`src/rtl/fp_sqrt_iter.sv`:
```
// rtl/fp_sqrt_iter.sv - iterative IEEE-754 square root, one root bit per cycle
//
// Ports:
//   clk      rising-edge clock
//   rst_n    asynchronous active-low reset
//   valid_i  operand valid
//   ready_o  unit can accept an operand (IDLE only)
//   data_i   operand {sign, exp, man}
//   valid_o  result valid (DONE)
//   ready_i  downstream accepts result
//   data_o   result {sign, exp, man}
//   flags_o  {invalid, inexact}, qualified by valid_o
module fp_sqrt_iter #(
    parameter int EXP_W = 8,
    parameter int MAN_W = 23,
    localparam int DATAWIDTH = 1 + EXP_W + MAN_W
) (
    input  logic                 clk,
    input  logic                 rst_n,
    input  logic                 valid_i,
    output logic                 ready_o,
    input  logic [DATAWIDTH-1:0] data_i,
    output logic                 valid_o,
    input  logic                 ready_i,
    output logic [DATAWIDTH-1:0] data_o,
    output logic [1:0]           flags_o
);

    // Q root bits: hidden one, MAN_W mantissa bits, one guard bit
    localparam int Q     = MAN_W + 2;
    localparam int CNT_W = $clog2(Q);

    localparam logic [1:0] IDLE  = 2'd0;
    localparam logic [1:0] CALC  = 2'd1;
    localparam logic [1:0] ROUND = 2'd2;
    localparam logic [1:0] DONE  = 2'd3;

    localparam logic signed [EXP_W+1:0] BIAS_S = (EXP_W+2)'(2**(EXP_W-1) - 1);
    localparam logic [DATAWIDTH-1:0] QNAN = {1'b0, {EXP_W{1'b1}}, 1'b1, {(MAN_W-1){1'b0}}};

    logic [1:0]       state;
    logic [CNT_W-1:0] cnt;
    logic [2*Q-1:0]   rad;
    logic [Q+2:0]     rem;
    logic [Q-1:0]     root;
    logic [EXP_W-1:0] res_exp;

    assign ready_o = (state == IDLE);
    assign valid_o = (state == DONE);

    // Operand classification; denormals (exp field zero) are treated as zero
    logic             in_sign;
    logic [EXP_W-1:0] in_exp;
    logic [MAN_W-1:0] in_man;
    logic             exp_ones, exp_zero, is_nan, is_inf, is_special;
    logic [DATAWIDTH-1:0] spec_data;
    logic [1:0]       spec_flags;

    assign in_sign  = data_i[DATAWIDTH-1];
    assign in_exp   = data_i[DATAWIDTH-2:MAN_W];
    assign in_man   = data_i[MAN_W-1:0];
    assign exp_ones = &in_exp;
    assign exp_zero = ~|in_exp;
    assign is_nan   = exp_ones & (|in_man);
    assign is_inf   = exp_ones & ~(|in_man);
    assign is_special = exp_ones | exp_zero | in_sign;

    always_comb begin
        spec_data  = QNAN;
        spec_flags = 2'b10;
        if (is_nan) begin
            spec_data  = QNAN;
            spec_flags = 2'b10;
        end else if (exp_zero) begin
            spec_data  = {in_sign, {(DATAWIDTH-1){1'b0}}};
            spec_flags = 2'b00;
        end else if (in_sign) begin
            spec_data  = QNAN;
            spec_flags = 2'b10;
        end else if (is_inf) begin
            spec_data  = {1'b0, {EXP_W{1'b1}}, {MAN_W{1'b0}}};
            spec_flags = 2'b00;
        end
    end

    // The bias is odd, so an even biased exponent means an odd unbiased one
    logic                     e_odd;
    logic signed [EXP_W+1:0]  e_unb, e_adj, e_res;
    logic [Q-1:0]             sig_adj;

    assign e_odd   = ~in_exp[0];
    assign e_unb   = $signed({2'b00, in_exp}) - BIAS_S;
    assign e_adj   = e_unb - $signed({{(EXP_W+1){1'b0}}, e_odd});
    assign e_res   = (e_adj >>> 1) + BIAS_S;
    assign sig_adj = e_odd ? {1'b1, in_man, 1'b0} : {1'b0, 1'b1, in_man};

    // One restoring step: bring down two radicand bits, try subtracting 4*root+1
    logic [Q+2:0] rem_t, trial;
    logic         take;

    assign rem_t = {rem[Q:0], rad[2*Q-1:2*Q-2]};
    assign trial = {1'b0, root, 2'b01};
    assign take  = (rem_t >= trial);

    // Round to nearest even on guard/sticky; a carry out means the root became 2.0
    logic         guard, sticky, round_up;
    logic [MAN_W:0] man_sum;

    assign guard    = root[0];
    assign sticky   = |rem;
    assign round_up = guard & (sticky | root[1]);
    assign man_sum  = {1'b0, root[Q-2:1]} + {{MAN_W{1'b0}}, round_up};

    always_ff @(posedge clk or negedge rst_n) begin
        if (!rst_n) begin
            state   <= IDLE;
            cnt     <= '0;
            rad     <= '0;
            rem     <= '0;
            root    <= '0;
            res_exp <= '0;
            data_o  <= '0;
            flags_o <= '0;
        end else begin
            case (state)
                IDLE: begin
                    if (valid_i) begin
                        if (is_special) begin
                            data_o  <= spec_data;
                            flags_o <= spec_flags;
                            state   <= DONE;
                        end else begin
                            rad     <= {sig_adj, {Q{1'b0}}};
                            rem     <= '0;
                            root    <= '0;
                            res_exp <= e_res[EXP_W-1:0];
                            cnt     <= CNT_W'(Q - 1);
                            state   <= CALC;
                        end
                    end
                end
                CALC: begin
                    rad  <= {rad[2*Q-3:0], 2'b00};
                    rem  <= take ? (rem_t - trial) : rem_t;
                    root <= {root[Q-2:0], take};
                    if (cnt == '0) begin
                        state <= ROUND;
                    end else begin
                        cnt <= cnt - 1'b1;
                    end
                end
                ROUND: begin
                    data_o  <= {1'b0, res_exp + {{(EXP_W-1){1'b0}}, man_sum[MAN_W]},
                                man_sum[MAN_W-1:0]};
                    flags_o <= {1'b0, guard | sticky};
                    state   <= DONE;
                end
                default: begin
                    if (ready_i) begin
                        state <= IDLE;
                    end
                end
            endcase
        end
    end

endmodule

```
`config.mk`:
```
export PLATFORM = sky130hd
export DESIGN_NAME = fp_sqrt_iter
export DESIGN_NICKNAME = d
export VERILOG_FILES = /design/src/rtl/fp_sqrt_iter.sv
export SDC_FILE = /design/constraint.sdc
export NUM_CORES = 1
export LEC_CHECK = 0
export BUFFER_PORTS_ARGS = -buffer_cell sky130_fd_sc_hd__buf_2
export CORE_MARGIN = 2
export CORE_UTILIZATION = 50
export CTS_CLUSTER_SIZE = 28
export DETAILED_ROUTE_END_ITERATION = 8
export PLACE_DENSITY = 0.68
export SLEW_MARGIN = 20
export SYNTH_ARGS = -nofsm -noshare
export SYNTH_HDL_FRONTEND = slang
export SYNTH_SLANG_ARGS = --single-unit
```
`constraint.sdc`:
```
create_clock -name clk -period 3.1 [get_ports clk]
set_input_delay 0.155 -clock clk [delete_from_list [all_inputs] [get_ports clk]]
set_output_delay 0.155 -clock clk [all_outputs]
set_load 0.1 [all_outputs]
```
Word-level counts from Yosys, hierarchy flattened:

Cells that the tools add are included.

* bits of input ports: 36
* register bits after elaboration: 152
* logic and storage cells: 83
* output and inout port bits: 36

* reduce and logical (&&, ||, !) cells: 15
* $add $sub $neg: 7
* magnitude comparators: 1
* eq/ne operators: 8
* bitwise logic cells: 10
* multiplexer cells: 34

Operator list (number)
* 2-to-1 mux 32 bit: 4
* 2-to-1 mux 50 bit: 2
* one-hot mux 50 bit (2 select lines): 1
* 2-to-1 mux 28 bit: 3
* 2-to-1 mux 25 bit: 3
* one-hot mux 32 bit (2 select lines): 1
* one-hot mux 28 bit (2 select lines): 1
* one-hot mux 25 bit (2 select lines): 1
* 2-to-1 mux 23 bit: 2
* >= comparator 28 x 27 -> 1 bit: 1
* OR reduction 28 bit: 1
* subtractor 28 x 27 -> 28 bit: 1
* adder 23 x 1 -> 24 bit: 1
* OR reduction 23 bit: 1
* 2-to-1 mux 2 bit: 10
* 2-to-1 mux 5 bit: 3
* AND reduction 3 bit: 4
* one-hot mux 5 bit (2 select lines): 1
* subtractor 8 x 7 -> 9 bit, second input constant: 1
* subtractor 9 x 2 -> 9 bit: 1
* adder 8 x 1 -> 8 bit: 1
* adder 8 bit, second input constant: 1
* inequality test 2 bit, second input constant: 4
* AND reduction 8 bit: 1
* 16 further kinds: 25

Depth between registers and ports, before layout:

Gate-level depths: netlist of run 1.

* depth after elaboration: 10
* depth in mapped cells: 14
* gate-level depth less buffers: 14

Worst setup path before layout of run 1:

No wires, ideal clock.

* path type: reg-to-reg
* start point: reg state[0]
* end point: reg cnt[3]
* setup slack: 0.323 ns
* arrival: 2.644 ns
* library setup time: 0.133 ns
* cell stages (with the launch flop): 10
* clock period less this slack: 2.777 ns
* path through: dfrtp_1 -> inv_1 -> ha_1 -> nand4_1 -> clkbuf_1 -> a21boi_0 -> clkbuf_1 -> clkbuf_1 -> o21ai_0 -> o21ai_0

* cells in the longest elaborated chain, start to end: 3

Ends and longest elaborated chain
* start, declared: RTL line 41 `logic [1:0] state;`
* start signal, assigned: RTL line 116 `state <= IDLE;`
* start signal, assigned: RTL line 131 `state <= DONE;`
* start signal, assigned: RTL line 138 `state <= CALC;`
* zero test 2 bit (*)
* named net ready_o: RTL line 21 `output logic ready_o,`
* inequality test 2 bit (no source line) / nonzero test 2 bit (equally long branches)
* AND reduction 4 bit (no source line)
* end signal, assigned: RTL line 137 `cnt <= CNT_W'(Q - 1);`
* end signal, assigned: RTL line 149 `cnt <= cnt - 1'b1;`
* end, declared: RTL line 42 `logic [CNT_W-1:0] cnt;`

The timed path passes the listed nets; every way through them passes the cells marked *.
A chain may end at the register's enable or synchronous reset.

Worst setup path in the final report of run 1:

* start point: reg root[2]
* end point: reg rem[25]

* cells in the longest elaborated chain, start to end: 3

Ends and longest elaborated chain
* start, declared: RTL line 45 `logic [Q-1:0] root;`
* start signal, assigned: RTL line 145 `root <= {root[Q-2:0], take};`
* subtractor 28 x 27 -> 28 bit / >= comparator 28 x 27 -> 1 bit (equally long branches): RTL line 144, 103
* 2-to-1 mux 28 bit (*): RTL line 144 `rem <= take ? (rem_t - trial) : rem_t;`
* one-hot mux 28 bit (2 select lines) (*): RTL line 125 `case (state)`
* end signal, assigned: RTL line 144
* end, declared: RTL line 44 `logic [Q+2:0] rem;`

Every way passes the cells marked *; elsewhere a longest branch is shown, timed or not.

==> flow_summary.json, run 1 <==
{
  "status": "complete, no violations",
  "grt_usage_pct": 22.38,
  "grt_first_pass_wirelength_um": 31890,
  "path_class": "flip-flop to flip-flop",
  "critPathRequiredTime_ns": 3.40,
  "viasPerCell": 5.520,
  "start_kind": "flip-flop",
  "ys_types": 64,
  "cap_viol_max_count": 0,
  "cp.buffers_inverters": 1,
  "cts.sinks": 127,
  "initial_core_util_pct": 50.53,
  "crit_arrival_ns": 3.28,
  "syn_avg_cell_area_um2": 8.654,
  "synth_nets": 1047,
  "ys_seq_area_share_pct": 38.33,
  "grt-ovfl-total": 0,
  "fin_util_pct": 58.38,
  "fmax_mhz": 335.8,
  "r2r-end": "rem[25]$_DFFE_PN0P_",
  "synth-edff-count": 0,
  "netlist.area_leader.share_pct": 38.33,
  "maxSlewViolCount": 0,
  "cp_cell_sequence": "inv_1, ha_1, nand2_2, o31a_1, a211o_1, nand2_2, a41oi_4, or3_1, a311oi_2, xnor2_1, o211ai_2",
  "dp_hpwl_um": 13780,
  "antenna_found_initial": 0,
  "routedWlPerCell_um": 14.93,
  "die_w_um": 132.8,
  "numCtsBuffers": 17,
  "endpoint_kind": "flip-flop",
  "place_area_um2": 8859,
  "coreArea_um2": 16410,
  "die_h_um": 132.8,
  "rows": 47,
  "routed_wl_um": 18780,
  "diodes": 0,
  "final_area_um2": 9578,
  "root_buffer": "clkbuf_16",
  "postRouteAntennaNets": 0,
  "vias": 6944,
  "clkTransAtPathRegs_ns": 0.06,
  "cts_tree": "yes",
  "nets": 1114,
  "grt_pass1_vias": 6406,
  "io_pins": 72,
  "setup_viol": 0,
  "clock_skew_ns": 0.005510,
  "yosys.area.top_type": "dfrtp_1",
  "clk_path_buf_depth": 2,
  "syn_to_final_growth_pct": 15.53,
  "htreeDepth": 4,
  "worst_pin_slew_ns": 0.6846,
  "whs_endpoint": "data_o[31]$_DFFE_PN0P_",
  "synth.area.top_cells": "dfrtp_1, ha_1, o21ai_0, nand2_1, mux2i_1",
  "drive_above_1_share_pct": 14.84,
  "grt_max_degree": 60,
  "dieArea_um2": 17630,
  "clock_latency_ns": 0.43,
  "holdCritPathClass": "input pin to flip-flop",
  "yosys_warnings": 0,
  "setup_tns_ns": 0,
  "synth-seq-cells": 127,
  "slew_headroom_pct": 54.36,
  "fin_crit_sh_pct": 96.07,
  "reg2regPathDepth": 11,
  "critical_path.max_stage_delay_ns": 0.41,
  "drtPass1Iterations": 5,
  "netlist_area_um2": 8290,
  "hold_viol": 0,
  "portBuffers": 71,
  "crit_slowest_cell": "dfrtp_1",
  "ys.flop_type": "dfrtp_1",
  "path_max_fanout": 4,
  "synth_cells": 958,
  "crit_top_cell": "nand2_2",
  "gp_congestion": 0.8924,
  "hold_depth": 3,
  "crit_family": "compound AO/OA/AOI/OAI gates",
  "r2r_slack_ns": 0.12,
  "synthArstFlopShare_pct": 100.0,
  "min_from": "data_i[31]",
  "drtIter0Drc": 397,
  "rsz0062_at_grt": "no",
  "drcViolationCount": 0,
  "rr_startpoint": "root[2]$_DFFE_PN0P_",
  "finalCriticalPeriod_ns": 2.978
}
==> worst max path at each step <==
stage                              start                   to  depth (start not counted)
CTS                  root[0]$_DFFE_PN0P_  rem[12]$_DFFE_PN0P_                         12
global route         root[0]$_DFFE_PN0P_  rem[27]$_DFFE_PN0P_                         12
global placement     root[2]$_DFFE_PN0P_  rem[27]$_DFFE_PN0P_                         10
finish               root[2]$_DFFE_PN0P_  rem[25]$_DFFE_PN0P_                         11
floorplan           state[0]$_DFFE_PN0P_   cnt[3]$_DFFE_PN0P_                          9
detailed placement   root[0]$_DFFE_PN0P_  rem[12]$_DFFE_PN0P_                         12
==> per-stage QoR <==
| stage | hold WS, ns | setup slack [ns] | instances |
|---|---|---|---|
| after floorplan | -0.1406 | 0.3229 | 958 |
| after global placement | 0.2340 | 0.1983 | 1223 |
| after detailed placement | 0.2404 | 0.1238 | 1223 |
| after CTS | 0.009686 | 0.09803 | 1257 |
| after global routing | 0.02654 | 0.01107 | 1258 |
| final | 0.01854 | 0.1219 | 1258 |
==> sequential cells by signal, summed over array words and instances (netlist names) <==
name	flops
res_exp	8
data_o	32
cnt	5
flags_o	2
rad	25
state	2
rem	28
root	25
==> cells in the mapped netlist (4+ instances only) <==
| cell | count |
|---|---|
| xnor2_1 | 44 |
| buf_1 | 4 |
| dfrtp_1 | 127 |
| a21oi_1 | 52 |
| a31oi_1 | 5 |
| a211oi_1 | 8 |
| nand3_1 | 47 |
| nor2_1 | 53 |
| o31ai_1 | 11 |
| o21ai_0 | 121 |
| buf_6 | 5 |
| xor2_1 | 17 |
| or3_1 | 5 |
| mux2i_1 | 42 |
| nand2_1 | 133 |
| nor3_1 | 17 |
| inv_1 | 46 |
| ha_1 | 53 |
| and3_1 | 9 |
| nor2b_1 | 4 |
| clkbuf_8 | 5 |
| a21o_1 | 14 |
| nand4_1 | 14 |
| clkbuf_1 | 34 |
| o21a_1 | 4 |
| o211ai_1 | 5 |
| o21bai_1 | 6 |
| nand2b_1 | 7 |
| nor4_1 | 17 |
| o21ai_1 | 4 |
==> worst register-to-register path, cell delays in order, from the launching register on <==
cell	delay [ns]
dfrtp_1	0.41
inv_1	0.11
ha_1	0.35
nand2_2	0.08
o31a_1	0.36
a211o_1	0.38
nand2_2	0.13
a41oi_4	0.17
or3_1	0.38
a311oi_2	0.24
xnor2_1	0.17
o211ai_2	0.09
==> placed cells by master, fill, tap and decap left out, drive strengths merged, types with 6 or more instances in the layout <==
cell type and count:
nand2 135, nor3 17, buf 100, nand3 47, o21bai 6, a21oi 54
dfrtp 127, nand2b 7, o21ai 125, o211ai 6, a21o 15, clkbuf 18
mux2i 42, nor4 17, and3 10, xor2 17, inv 47, o31ai 11
xnor2 44, nand4 14, a211oi 8, ha 53, nor2 53
==> final cells by class <==
class,instances,area [µm²]
clock buffers,18,439.2
clock inverters,14,214.0
fillers,1452,6829
inverters,46,172.7
multi-input cells,731,4687
flip-flops and latches,127,3178
well taps,220,275.3
repair buffers,102,611.8
==> cells by family after synthesis <==
| family | count (synthesis) | share of synthesized area [%] |
|---|---|---|
| AOI/OAI and AO/OA | 255 | 18.34 |
| xor gates and xnor gates | 61 | 6.444 |
| adders and majority gates | 53 | 7.999 |
| buffers and inverters | 100 | 5.991 |
| DFF | 127 | 38.33 |
| muxes | 44 | 5.343 |
| and+or+nand+nor | 318 | 17.55 |
==> metal layers <==
| metal | share of wire, % | vias to the layer above | GRT usage [%] |
|---|---|---|---|
| met5 | 0 | - | 0 |
| met2 | 45 | 153 | 33.97 |
| met1 | 50 | 3255 | 32.78 |
| li1 | - | 3514 | - |
| met3 | 3.9 | 22 | 3.563 |
| met4 | 1.5 | 0 | 7.228 |
==> repair_timing <==
item                                   4_1_cts  5_1_grt
setup endpoints to repair                    0       26
endpoints found under the hold margin       50        0
resized for setup                            0       10
setup buffers                                0        1
hold buffers                                 2        0
Power of run 1 is not shown: default switching activity piles up to over one toggle a cycle in this logic, so the estimate is an artifact.
==> run 2: changes to the inputs <==
--- a/config.mk
+++ b/config.mk
@@ -5,12 +5,13 @@
 export SDC_FILE = /design/constraint.sdc
 export NUM_CORES = 1
 export LEC_CHECK = 0
+export ABC_AREA = 1
 export BUFFER_PORTS_ARGS = -buffer_cell sky130_fd_sc_hd__buf_2
 export CORE_MARGIN = 2
 export CORE_UTILIZATION = 50
 export CTS_CLUSTER_SIZE = 28
 export DETAILED_ROUTE_END_ITERATION = 8
-export PLACE_DENSITY = 0.68
+export PLACE_DENSITY = 0.67
 export SLEW_MARGIN = 20
 export SYNTH_ARGS = -nofsm -noshare
 export SYNTH_HDL_FRONTEND = slang
==> run 2 against run 1 <==
  * Via count increased by 28%
  * Critical path depth is 7 higher
  * Die area rose by 11%
  * Wire length rose by 32%
  * Core utilization shrank 0.46 points
  * Flip-flop and latch count unchanged
  * Sequential share of layout area down 2.7 points
  * Synthesized cell count up 45%
  * Setup slack improved by 0.18 ns
  * Area after synthesis grew 11%
==> flow_summary.json, run 2 <==
{
  "routed_wl_um": 24860,
  "largest_register_ffs": 32,
  "clock_latency_ns": 0.43,
  "yosys_warnings": 0,
  "rows": 49,
  "synth-seq-cells": 127,
  "finalCriticalPeriod_ns": 2.801,
  "fmax_mhz": 357.0,
  "path_max_fanout": 5,
  "netlist_area_um2": 9235,
  "htreeDepth": 4,
  "status": "complete, no violations",
  "grt_max_degree": 87,
  "ys_types": 38,
  "fin_crit_sh_pct": 90.35,
  "endpoint_kind": "flip-flop",
  "synth_commonest_cells": "nand2_1, inv_1, dfrtp_1",
  "syn_to_final_growth_pct": 13.05,
  "grt_pass1_vias": 8436,
  "post-synth-top-count-cell": "nand2_1",
  "die_w_um": 139.9,
  "met1_usage_pct": 34.50,
  "finalNonFillerCells": 1698,
  "nets": 1546,
  "viasPerCell": 5.246,
  "gp_congestion": 0.9550,
  "layout_common_cells": "nand2_1, inv_1, dfrtp_1",
  "grt_use_met3_pct": 4.103,
  "ys.flop_type": "dfrtp_1",
  "drive_above_1_share_pct": 10.42,
  "setup_tns_ns": 0,
  "io_pins": 72,
  "drtIter0Drc": 672,
  "critPathRequiredTime_ns": 3.40,
  "yosys.area.top_type": "dfrtp_1",
  "maxSlewViolCount": 0,
  "holdCritPathClass": "input pin to flip-flop",
  "largest-register": "data_o",
  "place_area_um2": 9808,
  "grt_first_pass_wirelength_um": 41590,
  "grt_util_met2_pct": 44.29,
  "grt_usage_pct": 26.27,
  "multi_input_area_um2": 5069,
  "path_class": "flip-flop to flip-flop",
  "netlist.area_leader.share_pct": 34.41,
  "cts_tree": "yes",
  "setup_viol": 0,
  "portBuffers": 71,
  "coreArea_um2": 18020,
  "final_common_cell": "nand2_1",
  "ys_seq_area_share_pct": 34.41,
  "grt-ovfl-total": 0,
  "initial_core_util_pct": 51.24,
  "routedWlPerCell_um": 14.64,
  "worst_pin_slew_ns": 0.7881,
  "synthArstFlopShare_pct": 100.0,
  "reg_top3": "data_o: 32 flops, rem: 28 flops",
  "fill_cells": 1781,
  "die_h_um": 139.9,
  "hold_viol": 0,
  "crit_arrival_ns": 3.10,
  "diodes": 0,
  "clkTransAtPathRegs_ns": 0.06,
  "clk_path_buf_depth": 2,
  "synth_cells": 1389,
  "rsz0062_at_grt": "no",
  "cap_viol_max_count": 0,
  "clock_skew_ns": 0.007857,
  "final_area_um2": 10440,
  "drtPass1Iterations": 5,
  "seqCellArea_um2": 3178,
  "drcViolationCount": 0,
  "dp_hpwl_um": 18790,
  "syn_avg_cell_area_um2": 6.649,
  "cts_setup_buffers": 0,
  "dpl.cell_count": 1666,
  "top_usage_layer": "met2",
  "synth.area.top_cells": "dfrtp_1, nand2_1, inv_1, ha_1, nand3_1",
  "cts.sinks": 127,
  "vias": 8907,
  "root_buffer": "clkbuf_16",
  "postRouteAntennaNets": 0,
  "synth_nets": 1478,
  "synth-edff-count": 0,
  "numCtsBuffers": 17,
  "start_kind": "flip-flop",
  "antenna_found_initial": 0,
  "slew_headroom_pct": 47.46,
  "dieArea_um2": 19570
}
[run 2: path summary, 6_finish.rpt]
path	depth (start not counted)	slack, ns	end	start
worst max-delay path	18	0.30	data_o[29]$_DFFE_PN0P_	root[0]$_DFFE_PN0P_
worst min-delay path	3	0.04	rad[25]$_DFFE_PN0P_	data_i[0]
worst max register to register	18	0.30	data_o[29]$_DFFE_PN0P_	root[0]$_DFFE_PN0P_
worst min register to register	2	0.47	data_o[18]$_DFFE_PN0P_	data_o[18]$_DFFE_PN0P_
max in group asynchronous	3	1.92	rad[25]$_DFFE_PN0P_	rst_n
min in group asynchronous	2	0.33	rem[27]$_DFFE_PN0P_	rst_n
[run 2: cell type report]
cell class	count	area share, %
tap	229	2.744
timing repair buffer	84	4.542
clock inverter	9	1.031
sequential	127	30.44
inverter	224	8.054
clock buffer	22	4.638
multi-input combinational	1003	48.55
[run 2: what timing repair did]
| action | in CTS | in global routing |
|---|---|---|
| endpoints found under the hold margin | 84 | 0 |
| endpoints found under the setup margin | 0 | 3 |
| gates resized for setup | 0 | 7 |
| hold buffers | 1 | 0 |
[run 2: logic make-up (layout without fill, tap and decap cells)]
family	after synthesis	in the layout	share of synthesized area [%]
flops	127	127	34.41
buf+inv	259	339	11.08
compound gates	167	167	10.36
fa+ha+maj	53	53	7.181
simple gates	764	764	35.16
xor+xnor	19	19	1.802
[run 2: through the flow]
stage	hold WS, ns	setup WS [ns]	util (%)
2_1_floorplan	-0.1406	0.6257	-
3_3_place_gp	0.2659	0.3199	54.41
3_5_place_dp	0.2676	0.2187	54.41
4_1_cts	0.01762	0.1973	57.75
5_1_grt	0.03331	0.06487	57.92
6_report	0.03563	0.2990	57.92
[run 2: layer usage]
| layer | vias up | wire, µm |
|---|---|---|
| li1 | 4557 | - |
| met1 | 4088 | 11310 |
| met2 | 222 | 11860 |
| met3 | 40 | 1062 |
| met4 | 0 | 625 |
| met5 | - | 0 |
[run 2: critical path, stage by stage (launching register included)]
cell and delay (ns):
dfrtp_1 0.39, nand2_1 0.10, inv_2 0.13, nand3_4 0.11, inv_2 0.09, nand3_2 0.09
nor2_2 0.13, nand3_2 0.13, nor2_4 0.14, nand3_1 0.09, nor3_2 0.26, ha_2 0.23
ha_1 0.17, nand3_1 0.10, nor2_1 0.10, nand2_1 0.07, xnor2_1 0.12, a21oi_1 0.13
a21oi_1 0.08
Power of run 2 is left out for the same reason.
